===== src/rtl/gc_pkg.sv =====
// Shared types and constants for the GameCube controller poll sequencer.
package gc_pkg;

    // Sequencer states.
    typedef enum logic [2:0] {
        StIdle,
        StTx,
        StRx,
        StDone,
        StErr
    } gc_state_e;

    // Standard poll command; bit 0 is replaced by the rumble request.
    localparam logic [23:0] GC_CMD_POLL = 24'h400302;

    localparam int unsigned GC_CMD_BITS   = 24;
    localparam int unsigned GC_REPLY_BITS = 64;

    // Cell timing in units of 1 us.
    localparam int unsigned MULT_ONE_LOW  = 1;  // low phase of a '1' or stop cell
    localparam int unsigned MULT_SAMPLE   = 2;  // reply sample point after a falling edge
    localparam int unsigned MULT_ZERO_LOW = 3;  // low phase of a '0' cell
    localparam int unsigned MULT_CELL     = 4;  // full cell length

endpackage


===== src/rtl/gc_line_sync.sv =====
// Two-flop synchronizer for the open-drain controller line plus falling-edge detect.
module gc_line_sync (
    input  logic clk_i,
    input  logic rst_ni,
    input  logic data_i,
    output logic sync_o,
    output logic fall_o
);

    logic meta_q, meta_d;
    logic sync_q, sync_d;
    logic prev_q, prev_d;

    // Shift the pad value through the synchronizer and keep last cycle's value.
    always_comb begin
        meta_d = data_i;
        sync_d = meta_q;
        prev_d = sync_q;
    end

    // Line idles high on the pull-up, so reset to 1 to avoid a false edge.
    always_ff @(posedge clk_i or negedge rst_ni) begin
        if (!rst_ni) begin
            meta_q <= 1'b1;
            sync_q <= 1'b1;
            prev_q <= 1'b1;
        end else begin
            meta_q <= meta_d;
            sync_q <= sync_d;
            prev_q <= prev_d;
        end
    end

    assign sync_o = sync_q;
    assign fall_o = prev_q & ~sync_q;

endmodule


===== src/rtl/gc_poll_ctrl.sv =====
// Periodic poll scheduler and transaction sequencer for the GameCube controller line.
module gc_poll_ctrl
    import gc_pkg::*;
#(
    parameter int unsigned US_CYCLES      = 10,
    parameter int unsigned POLL_CYCLES    = 60000,
    parameter int unsigned TIMEOUT_CYCLES = 1000
) (
    input  logic        PCLK,
    input  logic        PRESETN,
    input  logic        enable,
    input  logic        rumble,
    input  logic        data_in,
    output logic        data_oe,
    output logic [63:0] buttons,
    output logic        valid,
    output logic        error,
    output logic        busy
);

    localparam int unsigned CellW = $clog2(MULT_CELL * US_CYCLES);
    localparam int unsigned SampW = $clog2(MULT_SAMPLE * US_CYCLES);
    localparam int unsigned PollW = $clog2(POLL_CYCLES);
    localparam int unsigned ToW   = $clog2(TIMEOUT_CYCLES);

    localparam logic [CellW-1:0] CellLast = CellW'(MULT_CELL * US_CYCLES - 1);
    localparam logic [CellW-1:0] OneLow   = CellW'(MULT_ONE_LOW * US_CYCLES);
    localparam logic [CellW-1:0] ZeroLow  = CellW'(MULT_ZERO_LOW * US_CYCLES);
    localparam logic [SampW-1:0] SampLast = SampW'(MULT_SAMPLE * US_CYCLES - 1);
    localparam logic [PollW-1:0] PollLast = PollW'(POLL_CYCLES - 1);
    localparam logic [ToW-1:0]   ToLast   = ToW'(TIMEOUT_CYCLES - 1);
    localparam logic [4:0]       StopCell = 5'(GC_CMD_BITS);
    localparam logic [5:0]       BitLast  = 6'(GC_REPLY_BITS - 1);

    gc_state_e         state_q, state_d;
    logic [PollW-1:0]  poll_cnt_q, poll_cnt_d;
    logic [CellW-1:0]  cell_cnt_q, cell_cnt_d;
    logic [4:0]        cell_idx_q, cell_idx_d;
    logic [23:0]       cmd_q, cmd_d;
    logic [ToW-1:0]    to_cnt_q, to_cnt_d;
    logic [SampW-1:0]  samp_cnt_q, samp_cnt_d;
    logic              samp_run_q, samp_run_d;
    logic [5:0]        bit_idx_q, bit_idx_d;
    logic [63:0]       shift_q, shift_d;
    logic [63:0]       buttons_q, buttons_d;
    logic              valid_q, valid_d;
    logic              error_q, error_d;
    logic              busy_q, busy_d;
    logic              data_oe_q, data_oe_d;

    logic              line_sync;
    logic              line_fall;
    logic              tx_bit;
    logic [CellW-1:0]  low_len;

    gc_line_sync u_line_sync (
        .clk_i  (PCLK),
        .rst_ni (PRESETN),
        .data_i (data_in),
        .sync_o (line_sync),
        .fall_o (line_fall)
    );

    // Poll scheduling, TX cell sequencing, RX sampling and result publication.
    always_comb begin
        state_d    = state_q;
        poll_cnt_d = poll_cnt_q;
        cell_cnt_d = cell_cnt_q;
        cell_idx_d = cell_idx_q;
        cmd_d      = cmd_q;
        to_cnt_d   = to_cnt_q;
        samp_cnt_d = samp_cnt_q;
        samp_run_d = samp_run_q;
        bit_idx_d  = bit_idx_q;
        shift_d    = shift_q;
        buttons_d  = buttons_q;
        valid_d    = 1'b0;
        error_d    = 1'b0;

        // The poll counter keeps running through a transaction so the period is
        // measured from TX start; it saturates if the transaction overruns.
        if (state_q != StIdle && poll_cnt_q != PollLast) begin
            poll_cnt_d = poll_cnt_q + 1'b1;
        end

        unique case (state_q)
            StIdle: begin
                if (!enable) begin
                    poll_cnt_d = '0;
                end else if (poll_cnt_q == PollLast) begin
                    poll_cnt_d = '0;
                    state_d    = StTx;
                    cell_cnt_d = '0;
                    cell_idx_d = '0;
                    cmd_d      = {GC_CMD_POLL[23:1], rumble};
                end else begin
                    poll_cnt_d = poll_cnt_q + 1'b1;
                end
            end

            StTx: begin
                if (cell_cnt_q == CellLast) begin
                    cell_cnt_d = '0;
                    if (cell_idx_q == StopCell) begin
                        state_d    = StRx;
                        to_cnt_d   = '0;
                        samp_cnt_d = '0;
                        samp_run_d = 1'b0;
                        bit_idx_d  = '0;
                    end else begin
                        cell_idx_d = cell_idx_q + 1'b1;
                    end
                end else begin
                    cell_cnt_d = cell_cnt_q + 1'b1;
                end
            end

            StRx: begin
                if (line_fall) begin
                    // A new edge before the previous bit was sampled is a glitch.
                    if (samp_run_q) begin
                        state_d = StErr;
                    end else begin
                        samp_run_d = 1'b1;
                        samp_cnt_d = '0;
                        to_cnt_d   = '0;
                    end
                end else begin
                    if (samp_run_q) begin
                        if (samp_cnt_q == SampLast) begin
                            samp_run_d = 1'b0;
                            shift_d    = {shift_q[62:0], line_sync};
                            if (bit_idx_q == BitLast) begin
                                state_d = StDone;
                            end else begin
                                bit_idx_d = bit_idx_q + 1'b1;
                            end
                        end else begin
                            samp_cnt_d = samp_cnt_q + 1'b1;
                        end
                    end
                    if (to_cnt_q == ToLast) begin
                        state_d = StErr;
                    end else begin
                        to_cnt_d = to_cnt_q + 1'b1;
                    end
                end
            end

            StDone: begin
                valid_d   = 1'b1;
                buttons_d = shift_q;
                state_d   = StIdle;
            end

            StErr: begin
                error_d = 1'b1;
                state_d = StIdle;
            end

            default: state_d = StIdle;
        endcase

        // Line drive follows the next cell position so data_oe is a clean flop output.
        if (cell_idx_d >= StopCell) begin
            tx_bit = 1'b1;
        end else begin
            tx_bit = cmd_d[5'd23 - cell_idx_d];
        end
        low_len   = tx_bit ? OneLow : ZeroLow;
        data_oe_d = (state_d == StTx) && (cell_cnt_d < low_len);
        busy_d    = (state_d != StIdle) || valid_d || error_d;
    end

    // State and registered outputs; reset releases the line immediately.
    always_ff @(posedge PCLK or negedge PRESETN) begin
        if (!PRESETN) begin
            state_q    <= StIdle;
            poll_cnt_q <= '0;
            cell_cnt_q <= '0;
            cell_idx_q <= '0;
            cmd_q      <= '0;
            to_cnt_q   <= '0;
            samp_cnt_q <= '0;
            samp_run_q <= 1'b0;
            bit_idx_q  <= '0;
            shift_q    <= '0;
            buttons_q  <= '0;
            valid_q    <= 1'b0;
            error_q    <= 1'b0;
            busy_q     <= 1'b0;
            data_oe_q  <= 1'b0;
        end else begin
            state_q    <= state_d;
            poll_cnt_q <= poll_cnt_d;
            cell_cnt_q <= cell_cnt_d;
            cell_idx_q <= cell_idx_d;
            cmd_q      <= cmd_d;
            to_cnt_q   <= to_cnt_d;
            samp_cnt_q <= samp_cnt_d;
            samp_run_q <= samp_run_d;
            bit_idx_q  <= bit_idx_d;
            shift_q    <= shift_d;
            buttons_q  <= buttons_d;
            valid_q    <= valid_d;
            error_q    <= error_d;
            busy_q     <= busy_d;
            data_oe_q  <= data_oe_d;
        end
    end

    assign data_oe = data_oe_q;
    assign buttons = buttons_q;
    assign valid   = valid_q;
    assign error   = error_q;
    assign busy    = busy_q;

endmodule


===== config.mk =====
export PLATFORM = sky130hd
export DESIGN_NAME = gc_poll_ctrl
export DESIGN_NICKNAME = d
export VERILOG_FILES = /design/src/rtl/gc_pkg.sv /design/src/rtl/gc_line_sync.sv /design/src/rtl/gc_poll_ctrl.sv
export SDC_FILE = /design/constraint.sdc
export NUM_CORES = 1
export LEC_CHECK = 0
export BUFFER_PORTS_ARGS = -buffer_cell sky130_fd_sc_hd__buf_2
export CELL_PAD_IN_SITES_DETAIL_PLACEMENT = 2
export CELL_PAD_IN_SITES_GLOBAL_PLACEMENT = 2
export CORE_UTILIZATION = 39
export CTS_BUF_LIST = sky130_fd_sc_hd__clkbuf_8
export CTS_CLUSTER_DIAMETER = 150
export DETAILED_ROUTE_END_ITERATION = 12
export GPL_TIMING_DRIVEN = 0
export PLACE_DENSITY = 0.9
export SLEW_MARGIN = 20
export SYNTH_ARGS = -nofsm -noshare
export SYNTH_HDL_FRONTEND = slang
export SYNTH_HIERARCHICAL = 1
export SYNTH_SLANG_ARGS = --single-unit

===== constraint.sdc =====
create_clock -name PCLK -period 4.1 [get_ports PCLK]
set_input_delay 0.615 -clock PCLK [delete_from_list [all_inputs] [get_ports PCLK]]
set_output_delay 0.615 -clock PCLK [all_outputs]
set_load 0.02 [all_outputs]

==> impl_metrics.tcl, run 1 <==
set metrics [dict create \
    slowest_delay_ns 0.81 \
    critPathRequiredTime_ns 4.56 \
    coreArea_sq_um 22090 \
    grt_pass1_wl_mm 51.79 \
    slew_headroom_pct 31.73 \
    hold_end "u_line_sync/meta_q" \
    ys.warnings.count 6 \
    whs_path_depth 1 \
    crit_arrival_ns 4.81 \
    wl_per_cell_um 24.49 \
    dp_hpwl_mm 17.98 \
    synth-async-reset-ratio_pct 100.0 \
    ys_seq_area_share_pct 59.53 \
    globalRouteOverflowTotal 0 \
    chipHeight_um 152.9 \
    worstPathCellList "ha_1 > nand4b_1 > buf_4 > o41ai_1 > a21oi_4 > inv_2 > ha_1 > inv_1 > nor2_1 > a41oi_1 > nand3_2 > ha_1 > or4_1 > a31oi_2" \
    root_buffer "clkbuf_8" \
    grt_pass1_vias 9007 \
    num-fill-cells 2335 \
    n_antenna_cell 0 \
    drcViolationCount 0 \
    die_w_um 152.9 \
    vias 7624 \
    htree_levels 2 \
    dr.first_iter.drc_count 409 \
    drv_cap 0 \
    drv_slew 0 \
    max_freq_mhz 229.5 \
    violations "negative setup slack" \
    nets 1086 \
    grt_max_degree 91 \
    design_area_sq_um 10630 \
    crit_path_frequent_cell "ha_1" \
    drive_gt1_share_pct 15.71 \
    dieArea_sq_um 23370 \
    postPlaceCellArea_sq_um 9652 \
    start_util_pct 40.17 \
    slowest_stage "o41ai_1" \
    dpl.cell_count 1302 \
    grt_antenna_before_repair 0 \
    path_class "reg2reg" \
    crit_family "compound AO/OA/AOI/OAI gates" \
    r2r_slack_ns -0.26 \
    critPathLaunchType "register" \
    pwr_density_cell_nw_per_um2 438.5 \
    antenna_left 0 \
    cts.path.max_buffers 3 \
    wirelength_mm 33.81 \
    end_kind "register" \
    instances_no_fill 1381 \
    multiInputGateArea_sq_um 3443 \
    cts_buffers 38 \
    clock-sinks 211 \
    finClkSkew_ns 0.04436 \
    peakVddDrop_mv 0.2095 \
    period_share_pct 106.3 \
    ys_ff_latch 211 \
    gp_congestion 0.8050 \
    numPortBuffers 72 \
    power_mw 4.660 \
    hold_viol 0 \
    hold_class "in2reg" \
    r2r-start "cell_cnt_q[0]" \
    path_buf_inv 3 \
    status "finished, violations left" \
    postSynthCellCount 948 \
    cts_tree "yes" \
    num_rows 54 \
    setup_viol 1 \
    worstSetupPathDepth 14 \
    ios 73 \
    synth_cell_type_count 65 \
    rr_endpoint "data_oe" \
    synth_top_flop_cell "dfrtp_1" \
    area_growth_pct 19.74 \
    synth_nets 963 \
    crit_path_max_fanout 7 \
    clk_latency_ns 0.58 \
    synth-edff-count 0 \
    path_clk_slew_ns 0.06 \
    syn-cell-area_sq_um 8876 \
    avgSynthCellArea_sq_um 9.363 \
    dr.pass1.iters 4 \
    p_leak_nw 5.710 \
    track_usage_pct 28.74 \
    finalCriticalPeriod_ns 4.357 \
    hp-start "data_in" \
    seqCellArea_sq_um 5284 \
    r2r_cells 14 \
    worst_pin_slew_ns 1.016 \
    fin_ws_ns -0.2574 \
    viasPerCell 5.521 \
]
==> timing repair <==
action | 4_1_cts | 5_1_grt
endpoints found under the setup margin | 1 | 1
hold buffers | 1 | 0
cloned | 0 | 0
buffers inserted | 1 | 7
pin swaps | 1 | 4
endpoints found under the hold margin | 36 | 0
gates resized for setup | 5 | 10
==> routing by layer <==
metal | wire length (um) | share of wire, % | GRT usage (%)
met3 | 1335 | 3.9 | 5.047
met4 | 1369 | 4.0 | 13.32
met1 | 13400 | 40 | 33.25
met5 | 0 | 0 | 0
met2 | 17710 | 52 | 51.77
==> synthesized netlist by cell type, types with 4 or more instances <==
cell type / count / area (sq um)
xor2_1: 9 / 78.83
a21oi_1: 8 / 40.04
ha_1: 10 / 125.1
inv_1: 13 / 48.80
buf_1: 8 / 30.03
mux4_2: 4 / 90.09
nand4_1: 9 / 56.30
and2_1: 22 / 137.6
a31oi_1: 4 / 25.02
o31ai_1: 4 / 30.03
o22ai_1: 4 / 25.02
dfrtp_1: 208 / 5205
o21ai_0: 40 / 200.2
nand2_1: 423 / 1588
xnor2_1: 9 / 78.83
nand3_1: 18 / 90.09
nor2_1: 35 / 131.4
a21o_1: 4 / 30.03
clkbuf_1: 31 / 116.4
nand2b_1: 10 / 62.56
and3_1: 9 / 56.30
==> state kept, by name, summed over array words and instances (netlist names), 6 cells and up <==
name        count
buttons        64
shift_q        64
cmd_q          24
poll_cnt_q     16
to_cnt_q       10
bit_idx_q       6
cell_cnt_q      6
==> report_power, final <==
| part | switching (mW) | internal [mW] | total, mW |
|---|---|---|---|
| logic | 0.129 | 0.0789 | 0.208 |
| clock network | 1.02 | 1.19 | 2.21 |
| registers | 0.0969 | 2.15 | 2.24 |
==> final cells by class <==
| cell class | count | area share (%) |
|---|---|---|
| Sequential cell | 211 | 49.72 |
| Multi-Input combinational cell | 681 | 32.40 |
| Clock buffer | 55 | 7.123 |
| Timing Repair Buffer | 83 | 4.662 |
| Tap cell | 280 | 3.296 |
| Buffer | 42 | 1.648 |
| Clock inverter | 15 | 0.6593 |
| Inverter | 14 | 0.4945 |
==> through the flow <==
stage          setup WS (ns)  util (%)  TNS, ns  hold WS [ns]
3_3_place_gp          -1.397     43.39  -286.64        0.3465
5_1_grt              -0.2925     48.10  -0.2925        0.1727
2_1_floorplan         0.6480         -        0        0.3194
3_5_place_dp         -0.2521     43.69  -0.2521        0.3473
6_report             -0.2574     48.10  -0.2574        0.1918
4_1_cts              0.02205     47.57        0        0.1675
==> cells in the final DEF (no fill, tap or decap), drive strengths merged, types with 10 or more instances in the layout <==
cell / instances
nand2b: 10
clkbuf: 86
o21ai: 42
buf: 93
ha: 10
nand2: 424
nand3: 18
inv: 26
dfrtp: 208
nor2: 35
and2: 23
==> worst max path at each step <==
stage	from	endpoint	slack, ns
final	cell_cnt_q[0]	data_oe	-0.26
after global routing	cell_cnt_q[0]	data_oe	-0.29
after CTS	state_q[0]	data_oe	0.02
after detailed placement	poll_cnt_q[7]	data_oe	-0.25
after global placement	PRESETN	buttons[37]	-1.40
after floorplan	poll_cnt_q[7]	data_oe	0.65
==> logic make-up after synthesis <==
logic type	count (synthesis)	share of synthesized area (%)
DFF	211	59.53
and+or+nand+nor	560	27.33
adders and majority gates	10	1.410
muxes	7	1.367
buffers and inverters	56	2.551
AOI/OAI and AO/OA	86	6.033
xor gates and xnor gates	18	1.776
(Power assumes the default switching activity.)
==> run 2, diff against run 1 <==
Settings changed: CELL_PAD_IN_SITES_DETAIL_PLACEMENT 2 to default, CELL_PAD_IN_SITES_GLOBAL_PLACEMENT 2 to default, CORE_UTILIZATION 39 to 58, PLACE_DENSITY 0.9 to 0.86.
==> run 2 against run 1 <==
  * The run now ends clean
  * Cell area is 4.0% lower
  * Sequential share of layout area increased by 2.0 points
  * Clock power is 23% lower
  * Final cell count shrank 8.4%
  * Routed wire length shrank 47%
  * Via count down 11%
  * Sequential power about the same
  * First-iteration DRC count rose by 2.0%
  * Die area fell by 32%
==> impl_metrics.tcl, run 2 (same netlist as run 1, synthesis figures left out) <==
set metrics [dict create \
    status "finished, final reports clean" \
    antenna_left 0 \
    numPortBuffers 72 \
    num-fill-cells 1067 \
    pwr_density_cell_nw_per_um2 403.8 \
    htree_levels 2 \
    hold_viol 0 \
    wl_met1_mm 8.129 \
    wl_met2_mm 8.667 \
    crit_start "poll_cnt_q[7]" \
    critPathLaunchType "register" \
    fin_ws_ns 0.2348 \
    r2r_cells 14 \
    r2r-start "poll_cnt_q[7]" \
    highest_layer "met4" \
    path_clk_slew_ns 0.06 \
    finalSetupTns_ns 0 \
    ios 73 \
    slew_headroom_pct 42.22 \
    path_class "reg2reg" \
    n_antenna_cell 0 \
    root_buffer "clkbuf_8" \
    drcViolationCount 0 \
    rsz0062_at_grt "no" \
    pwr-share-seq_pct 54.0 \
    critPathRequiredTime_ns 4.54 \
    period_share_pct 94.27 \
    coreArea_sq_um 14750 \
    clk_latency_ns 0.52 \
    peakVddDrop_mv 0.2045 \
    worst_pin_slew_ns 0.8644 \
    finalCriticalPeriod_ns 3.865 \
    grt_antenna_before_repair 0 \
    grt_pass1_wl_mm 31.11 \
    globalRouteOverflowTotal 0 \
    p_leak_nw 5.568 \
    dr_wl_met3_um 763 \
    crit_end "data_oe" \
    mostFrequentLayoutCells "nand2_1, dfrtp_1, buf_2" \
    dp_hpwl_mm 11.65 \
    wl_per_cell_um 14.25 \
    cts_tree "yes" \
    die_w_um 125.7 \
    postPlaceCellArea_sq_um 9532 \
    clock_power_share_pct 41.5 \
    drv_cap 0 \
    track_usage_pct 24.36 \
    rr_endpoint "data_oe" \
    hold_class "in2reg" \
    dpl_worst_slack_ns 0.05035 \
    dpl.cell_count 1206 \
    design_area_sq_um 10210 \
    crit_path_max_fanout 7 \
    swShare_pct 23.57 \
    max_freq_mhz 258.7 \
    internal-power_mw 3.150 \
    crit_arrival_ns 4.30 \
    wirelength_mm 18.02 \
    chipHeight_um 125.7 \
    r2r_slack_ns 0.23 \
    grt_max_degree 95 \
    vias 6822 \
    instances_no_fill 1265 \
    end_kind "register" \
    area_growth_pct 15.00 \
    viasPerCell 5.393 \
    clock-sinks 211 \
    nets 1077 \
    drive_gt1_share_pct 13.41 \
    final_common_cell "nand2_1" \
    gp_congestion 0.8424 \
    dr.first_iter.drc_count 417 \
    drv_slew 0 \
    num_rows 44 \
    dr.pass1.iters 5 \
    grt_pass1_vias 6701 \
    cts_buffers 35 \
    power_switching_mw 0.9714 \
    p_comb_share_pct 4.4 \
    cts.path.max_buffers 3 \
    dieArea_sq_um 15800 \
    setup_viol 0 \
    finClkSkew_ns 0.02701 \
    start_util_pct 60.16 \
]
## run 2: cell count changes in the layout (fill, tap and decap cells not counted), moves of 2 or more
cell,before,now
a21oi_4,2,0
clkbuf_8,55,42
a21oi_2,0,2
buf_4,8,2
## run 2: worst min path at each step
stage	from	endpoint	slack (ns)	cells after the start
2_1_floorplan	PRESETN	bit_idx_q[0]	0.32	0
3_3_place_gp	u_line_sync/meta_q	u_line_sync/sync_o	0.35	0
3_5_place_dp	u_line_sync/meta_q	u_line_sync/sync_o	0.36	0
4_1_cts	data_in	u_line_sync/meta_q	0.17	1
5_1_grt	data_in	u_line_sync/meta_q	0.18	1
6_report	data_in	u_line_sync/meta_q	0.20	1
## run 2: layer usage
layer	track usage [%]	up-vias
li1	-	3307
met1	32.87	3324
met2	39.22	156
met3	4.291	35
met4	10.40	0
met5	0	-
## run 2: what timing repair did
action	in CTS	in global routing
setup endpoints to repair	0	1
gates resized for setup	0	2
setup buffers	0	2
hold buffers	1	0
endpoints found under the hold margin	40	0
## run 2: layout make-up
type,instances,area [sq um],area share (%)
Tap cell,184,230.2,2.255
Sequential cell,211,5284,51.77
Clock buffer,42,578.1,5.663
Buffer,42,173.9,1.704
Clock inverter,14,65.06,0.6374
Inverter,14,52.55,0.5148
Timing Repair Buffer,77,450.4,4.413
Multi-Input combinational cell,681,3373,33.05
## run 2: power by group through the flow
| stage | registers, mW | clock network, mW | logic (mW) |
|---|---|---|---|
| after global routing | 2.24 | 1.84 | 0.213 |
| final | 2.23 | 1.71 | 0.183 |
| after detailed placement | 2.26 | 0 | 0.185 |
| after global placement | 2.26 | 0 | 0.172 |
| after floorplan | 2.24 | 0 | 0.119 |
| after CTS | 2.23 | 1.75 | 0.187 |
## run 2: metrics by stage
| step | power [mW] | util (%) | hold WS [ns] |
|---|---|---|---|
| 5_1_grt | 4.289 | 69.18 | 0.1836 |
| 4_1_cts | 4.168 | 69.03 | 0.1749 |
| 6_report | 4.122 | 69.18 | 0.2039 |
| 3_3_place_gp | 2.431 | 64.16 | 0.3465 |
| 3_5_place_dp | 2.447 | 64.60 | 0.3559 |
| 2_1_floorplan | 2.363 | - | 0.3194 |
## run 2: worst max-delay path, stage by stage, from the launching register on
cell,delay [ns]
dfrtp_1,0.44
or4b_1,0.60
nor4_4,0.28
buf_4,0.19
a21oi_2,0.12
o21ai_0,0.18
o21ai_0,0.16
ha_1,0.34
inv_1,0.07
and4_1,0.15
a22oi_1,0.16
nand3_1,0.18
ha_1,0.23
or4_1,0.54
a31oi_1,0.15
==> run 3, diff against run 2 <==
Settings changed: MAX_ROUTING_LAYER from default to met4.
==> run 3 against run 2 <==
  * Critical path depth unchanged
  * Sequential share of layout area unchanged
  * Utilization unchanged
  * Die area unchanged
==> impl_metrics.tcl, run 3 (same netlist as run 1, synthesis figures left out) <==
set metrics [dict create \
    critPathLaunchType "register" \
    grt_antenna_before_repair 0 \
    num-fill-cells 1067 \
    drv_cap 0 \
    setup_viol 0 \
    gp_congestion 0.8555 \
    crit_arrival_ns 4.30 \
    max_freq_mhz 259.0 \
    drv_slew 0 \
    dr.first_iter.drc_count 419 \
    antenna_left 0 \
    peakVddDrop_mv 0.2040 \
    die_w_um 125.7 \
    hold_class "in2reg" \
    cts_tree "yes" \
    pwr_density_cell_nw_per_um2 404.3 \
    critPathRequiredTime_ns 4.54 \
    dieArea_sq_um 15800 \
    r2r_cells 14 \
    hold_viol 0 \
    fin_ws_ns 0.2396 \
    finClkSkew_ns 0.02566 \
    path_class "reg2reg" \
    viasPerCell 5.428 \
    drive_gt1_share_pct 13.41 \
    n_antenna_cell 0 \
    finalCriticalPeriod_ns 3.860 \
    area_growth_pct 15.00 \
    whs_path_depth 1 \
    final_common_cell "nand2_1" \
    worst_pin_slew_ns 0.8131 \
    rsz0062_at_grt "no" \
    path_clk_slew_ns 0.06 \
    design_area_sq_um 10210 \
    period_share_pct 94.16 \
    postPlaceCellArea_sq_um 9532 \
    wl_per_cell_um 14.28 \
    clk_latency_ns 0.52 \
    mostFrequentLayoutCells "nand2_1, dfrtp_1, buf_2" \
    clock-sinks 211 \
    wirelength_mm 18.06 \
    track_usage_pct 25.16 \
    dpl.cell_count 1206 \
    nets 1077 \
    cts_buffers 35 \
    dpl_worst_slack_ns 0.05035 \
    grt_pass1_vias 6700 \
    hold_slack_ns 0.2053 \
    drcViolationCount 0 \
    grt_max_degree 95 \
    instances_no_fill 1265 \
    htree_levels 2 \
    numPortBuffers 72 \
    crit_path_max_fanout 7 \
    grt_pass1_wl_mm 31.11 \
    coreArea_sq_um 14750 \
    globalRouteOverflowTotal 0 \
    chipHeight_um 125.7 \
    cts.path.max_buffers 3 \
    p_leak_nw 5.568 \
    end_kind "register" \
    ios 73 \
    num_rows 44 \
    start_util_pct 60.16 \
    dp_hpwl_mm 11.65 \
    slew_headroom_pct 45.06 \
    status "finished, final reports clean" \
    vias 6866 \
    root_buffer "clkbuf_8" \
    dr.pass1.iters 5 \
]
[run 3: what timing repair did]
item	CTS	global route
buffers inserted	0	2
hold buffers	1	0
gates resized for setup	0	2
endpoints found under the setup margin	0	1
endpoints found under the hold margin	40	0
[run 3: area by class of cell]
type / instances / area (sq um) / area share [%]
plain buffers: 42 / 173.9 / 1.704
inverters: 14 / 52.55 / 0.5148
repair buffers: 77 / 450.4 / 4.413
well taps: 184 / 230.2 / 2.255
clock inverters: 14 / 65.06 / 0.6374
multi-input cells: 681 / 3373 / 33.05
flip-flops and latches: 211 / 5284 / 51.77
clock buffers: 42 / 578.1 / 5.663
[run 3: worst paths after layout]
path | slack, ns | from | end
setup / recovery | 0.24 | poll_cnt_q[7] | data_oe
hold / removal | 0.21 | data_in | u_line_sync/meta_q
setup reg to reg | 0.24 | poll_cnt_q[7] | data_oe
hold reg to reg | 0.37 | u_line_sync/meta_q | u_line_sync/sync_o
max in group asynchronous | 2.41 | PRESETN | buttons[9]
min in group asynchronous | 0.57 | PRESETN | cmd_q[7]
[run 3: power breakdown]
part | internal (mW) | switching [mW]
clock network | 0.923 | 0.795
logic | 0.0784 | 0.104
registers | 2.15 | 0.0774
total | 3.15 | 0.976
[run 3: metrics by stage]
stage          util (%)  power, mW  TNS [ns]
3_5_place_dp      64.60      2.447         0
4_1_cts           69.03      4.168         0
2_1_floorplan         -      2.363         0
5_1_grt           69.18      4.291         0
3_3_place_gp      64.16      2.431   -215.19
6_report          69.18      4.127         0
[run 3: critical path, stage by stage, from the launching register on]
cell and delay (ns):
dfrtp_1 0.44, or4b_1 0.60, nor4_4 0.28, buf_4 0.19, a21oi_2 0.12, o21ai_0 0.18
o21ai_0 0.16, ha_1 0.34, inv_1 0.06, and4_1 0.15, a22oi_1 0.16, nand3_1 0.18
ha_1 0.23, or4_1 0.54, a31oi_1 0.15
[run 3: routing by layer]
layer  up-vias  part of all wire (%)  global-route usage, %  wire length, um
li1       3308                     -                      -                -
met1      3335                    45                  33.05             8038
met2       181                    48                  39.22             8726
met3        42                   4.6                  4.291              839
met4         0                   2.5                  10.26              455
met5         -                     0                      -                0
